`config.mk`:
```
export PLATFORM = sky130hd
export DESIGN_NAME = pc_fetch_gen
export DESIGN_NICKNAME = d
export VERILOG_FILES = /design/src/rtl/pc_fetch_gen.sv
export SDC_FILE = /design/constraint.sdc
export NUM_CORES = 1
export LEC_CHECK = 0
export CORE_MARGIN = 5
export CORE_UTILIZATION = 53
export CTS_CLUSTER_DIAMETER = 150
export DETAILED_ROUTE_END_ITERATION = 8
export GPL_ROUTABILITY_DRIVEN = 1
export PLACE_DENSITY = 0.86
export SKIP_LAST_GASP = 1
export SYNTH_ARGS = -nofsm -noshare
export SYNTH_HDL_FRONTEND = slang
export SYNTH_SLANG_ARGS = --single-unit
```
`constraint.sdc`:
```
create_clock -name clk -period 5 [get_ports clk]
set_clock_uncertainty 0.15 [all_clocks]
set_input_delay 0.5 -clock clk [delete_from_list [all_inputs] [get_ports clk]]
set_output_delay 0.5 -clock clk [all_outputs]
set_load 0.1 [all_outputs]
```
`src/rtl/pc_fetch_gen.sv`:
```
// Instruction-fetch PC generator: boot delay, imem ready handshake, pending-redirect buffer.
// Optional redirect alignment check enabled by defining PC_ALIGN_CHK_EN.
module pc_fetch_gen #(
  parameter int                ADDR_W     = 32,
  parameter logic [ADDR_W-1:0] RESET_VEC  = '0,
  parameter int                INST_BYTES = 4,
  parameter int                STALL_W    = 6,
  parameter int                BOOT_DLY   = 1
) (
  input  logic               clk,
  input  logic               rst,
  input  logic [STALL_W-1:0] stall,
  input  logic               flush,
  input  logic [ADDR_W-1:0]  new_pc,
  input  logic               branch_flag_i,
  input  logic [ADDR_W-1:0]  branch_target_address_i,
  input  logic               imem_ready,
  output logic [ADDR_W-1:0]  pc,
  output logic               ce,
  output logic               redirect_pending_o,
  output logic               misalign_o
);

  typedef enum logic {BOOT, RUN} state_e;

  localparam logic [3:0]        CNT_TERM = 4'(BOOT_DLY - 1);
  localparam logic [ADDR_W-1:0] STRIDE   = ADDR_W'(INST_BYTES);
  localparam logic [ADDR_W-1:0] LOW_MASK = ADDR_W'(INST_BYTES - 1);

  state_e            state_q, state_nxt;
  logic [3:0]        cnt_q;
  logic [ADDR_W-1:0] pc_q, pc_nxt;
  logic              pend_vld_q, pend_vld_nxt;
  logic [ADDR_W-1:0] pend_tgt_q, pend_tgt_nxt;
  logic              redir;
  logic [ADDR_W-1:0] redir_tgt;
  logic              adv;
  logic              stall_unused;

  // Only the fetch-stage bit of the CTRL stall vector matters here.
  assign stall_unused = ^stall[STALL_W-1:0];
  assign adv          = ~stall[0] & imem_ready;

  // State register and boot counter
  always_ff @(posedge clk or negedge rst) begin
    if (!rst) begin
      state_q <= BOOT;
      cnt_q   <= '0;
    end else begin
      state_q <= state_nxt;
      if (state_q == BOOT) cnt_q <= cnt_q + 4'd1;
      else                 cnt_q <= '0;
    end
  end

  always_comb begin
    state_nxt = state_q;
    case (state_q)
      BOOT:    if (cnt_q == CNT_TERM) state_nxt = RUN;
      RUN:     state_nxt = RUN;
      default: state_nxt = BOOT;
    endcase
  end

  always_comb begin
    ce                 = (state_q == RUN);
    pc                 = pc_q;
    redirect_pending_o = pend_vld_q;
  end

  // Redirect selection; flush beats branch beats buffered target beats sequential advance.
  always_comb begin
    pc_nxt       = pc_q;
    pend_vld_nxt = pend_vld_q;
    pend_tgt_nxt = pend_tgt_q;
    redir        = 1'b0;
    redir_tgt    = pend_tgt_q;
    if (state_q == BOOT) begin
      pc_nxt       = RESET_VEC;
      pend_vld_nxt = 1'b0;
      pend_tgt_nxt = '0;
    end else if (flush) begin
      redir        = 1'b1;
      redir_tgt    = new_pc;
      pend_vld_nxt = 1'b0;
    end else if (branch_flag_i && adv) begin
      redir        = 1'b1;
      redir_tgt    = branch_target_address_i;
      pend_vld_nxt = 1'b0;
    end else if (branch_flag_i) begin
      pend_vld_nxt = 1'b1;
      pend_tgt_nxt = branch_target_address_i;
    end else if (pend_vld_q && adv) begin
      redir        = 1'b1;
      redir_tgt    = pend_tgt_q;
      pend_vld_nxt = 1'b0;
    end else if (adv) begin
      pc_nxt = pc_q + STRIDE;
    end
    if (redir) begin
`ifdef PC_ALIGN_CHK_EN
      pc_nxt = redir_tgt & ~LOW_MASK;
`else
      pc_nxt = redir_tgt;
`endif
    end
  end

  always_ff @(posedge clk or negedge rst) begin
    if (!rst) begin
      pc_q       <= RESET_VEC;
      pend_vld_q <= 1'b0;
      pend_tgt_q <= '0;
    end else begin
      pc_q       <= pc_nxt;
      pend_vld_q <= pend_vld_nxt;
      pend_tgt_q <= pend_tgt_nxt;
    end
  end

`ifdef PC_ALIGN_CHK_EN
  // Pulses alongside the aligned pc, i.e. checked at apply time, not latch time.
  logic mis_q;
  always_ff @(posedge clk or negedge rst) begin
    if (!rst) mis_q <= 1'b0;
    else      mis_q <= redir && ((redir_tgt & LOW_MASK) != '0);
  end
  assign misalign_o = mis_q;
`else
  logic              mis_unused;
  logic [ADDR_W-1:0] mask_unused;
  assign mis_unused  = redir;
  assign mask_unused = LOW_MASK;
  assign misalign_o  = 1'b0;
`endif

endmodule
```
==> out/results.tsv <==
stage	metric	value	unit
route	wl_per_cell	18.5	um
synthesis	synth-main-ff-cell	dfrtp_1	
power_and_ir_drop	leakage	2.24	nW
sta	min_period_over_period	65.2	%
floorplanning	die-height	97.2	um
setup_path	worstPathArrival	3390	ps
power_and_ir_drop	p_int	1.13	mW
route	drt-total-wl	11800	um
route	drt_pre_antenna_iters	5	
power_and_ir_drop	cellPowerDensity	384	mW/mm^2
synthesis	yosysUniqueCellTypes	50	
synthesis	synth_edf_count	0	
synthesis	avgSynthCellArea	8.99	sq um
place	post-dp-hpwl	8380	um
route	highest_layer	met4	
layout	nNetsFinal	613	
route	dr_wl_met2	5640	um
place	io_buffer_count	103	
grt	grt_antenna_before_repair	0	
sta	setup_violations	0	
clock_tree	post-cts-setup-buffers	0	
floorplanning	ios	110	
grt	overflow	0	
setup_path	start_kind	input port	
clock_tree	clk_pin_slew	70	ps
place	gp_congestion	0.887	
route	routed_via_density	6.25	
worst_hold_path	hp-class	input port to asynchronous set/reset pin	
clock_tree	cts_inserted_buffers	9	
floorplanning	row_count	31	
sta	worst_pin_slew	1200	ps
sta	hold_violations	0	
floorplanning	core_area	0.00733	sq mm
route	antenna_left	0	
setup_path	critPathKind	input port to flip-flop	
synthesis	syn-cell-area	0.00403	sq mm
clock_tree	cts-root-buf	clkbuf_8	
layout	syn2layout_area_growth	30.1	%
sta	period_minus_slack	3260	ps
clock_tree	cts_tree	done	
power_and_ir_drop	comb_power_share	39.3	%
clock_tree	holdBufCountCts	0	
layout	fillers	561	
layout	final_util	71.5	%
floorplanning	die_w	97.2	um
power_and_ir_drop	power	2.01	mW
sta	finalHoldWorstSlack	197	ps
place	dpl_worst_slack	1420	ps
setup_path	crit_fanout	32	
floorplanning	die_area	0.00944	sq mm
layout	final_cells	639	
grt	grt_pass1_vias	3850	
power_and_ir_drop	clock_power_share	22.8	%
place	place_area	0.00504	sq mm
sta	slew_headroom	19.8	%
sta	slew_viol_final	0	
layout	final_common_cell	clkdlybuf4s50_1	
route	met3_length	818	um
clock_tree	insertion_delay	350	ps
power_and_ir_drop	switching_share	43.7	%
sta	rsz0062_at_grt	false	
layout	final_area	0.00524	sq mm
grt	grt_max_degree	71	
synthesis	synthesis.nets	526	
power_and_ir_drop	switchingPower	0.880	mW
sta	worst_slack	1740	ps
layout	final_cell_mix	clkdlybuf4s50_1 (101), nand2_1 (72), dfrtp_1 (70), o21ai_0 (44), nand3_1 (34)	
route	vias	3994	
job	max_cap_violations	0	
route	drt-initial-drc-count	349	
grt	track_usage	24.8	%
sta	setup_tns	0	ps
clock_tree	cts_resized	0	
route	remaining_drc_errors	0	
synthesis	async_flop_share	100	%
synthesis	yosysWarnings	0	
clock_tree	clock-sinks	70	
synthesis	synthCells	448	
synthesis	synth_seq_cells	70	
synthesis	ys_seq_area_share	43.5	%
clock_tree	cts_max_level	3	
outcome	outcome	finished clean	
route	wl_met1	5120	um
clock_tree	clockBufferDepth	2	
setup_path	endpoint_kind	flip-flop	
floorplanning	start_util	54.9	%
power_and_ir_drop	irDropWorstVdd	0.181	mV
sta	fmax	307	MHz
power_and_ir_drop	power_frac_seq	37.9	%
layout	num_antenna_cells	0	
place	place_inst	623	
setup_path	cp_data_required_time	5130	ps
layout	drive_gt1_share	5.37	%
grt	grt_pass1_wl	19100	um
-- layout make-up --
cell class | count | area (sq um) | area share, %
multi-input cells | 342 | 2090 | 40.0
well taps | 99 | 124 | 2.36
clock inverters | 6 | 61.3 | 1.17
repair buffers | 107 | 1050 | 20.1
flip-flops and latches | 70 | 1750 | 33.4
clock buffers | 10 | 138 | 2.63
inverters | 5 | 18.8 | 0.358
-- critical path: stages --
cell and delay [ps]:
clkdlybuf4s50_1 640, nor2_2 330, nor2_1 90, o21ai_1 490
and3_1 1060, a22o_1 270
-- power groups by stage --
stage	registers [mW]	clock network, mW	logic (mW)
after detailed placement	0.766	0	0.791
after floorplan	1.10	0	0.230
after global routing	0.774	0.490	0.832
after global placement	0.761	0	0.779
after CTS	0.758	0.464	0.792
final	0.762	0.460	0.792
-- final timing paths --
check	from	end	slack [ps]	depth (start not counted)
min in group clk	cnt_q[0]	cnt_q[0]	320	1
max in group asynchronous	rst	pc[11]	3930	2
setup reg to reg	redirect_pending_o	pend_tgt_q[21]	2210	5
hold reg to reg	cnt_q[0]	cnt_q[0]	320	1
setup / recovery	branch_flag_i	pend_tgt_q[21]	1740	6
hold / removal	rst	pend_tgt_q[7]	200	2
-- layer usage --
metal / global-route usage [%] / vias to the layer above
li1: - / 1847
met1: 34.6 / 1943
met2: 38.2 / 182
met3: 4.59 / 22
met4: 9.94 / 0
met5: 0 / -
-- state kept, by name, summed over array words and instances, names as in the netlist --
signal              flops
ce                      1
pc                     32
redirect_pending_o      1
cnt_q                   4
pend_tgt_q             32
-- logic make-up after synthesis --
group,synth area share (%)
and+or+nand+nor,20.7
xor gates and xnor gates,0.653
adders and majority gates,0.932
buffers and inverters,4.48
AOI/OAI and AO/OA,23.4
muxes,6.22
other,0.0931
DFF,43.5
-- cell usage after synthesis, drive strengths merged, types with 6 or more instances --
cell type,instances,area (sq um)
nand2,73,277
dfrtp,70,1750
o21ai,46,230
nand3,35,180
a22o,33,289
mux2i,25,250
a21oi,22,110
clkbuf,21,78.8
nor2,20,77.6
o211ai,10,75.1
buf,9,50.1
nand4,9,71.3
o311ai,9,78.8
and3,8,51.3
a22oi,6,45.0
nor4,6,52.6
Note: power is estimated with default switching activity, not from simulation.
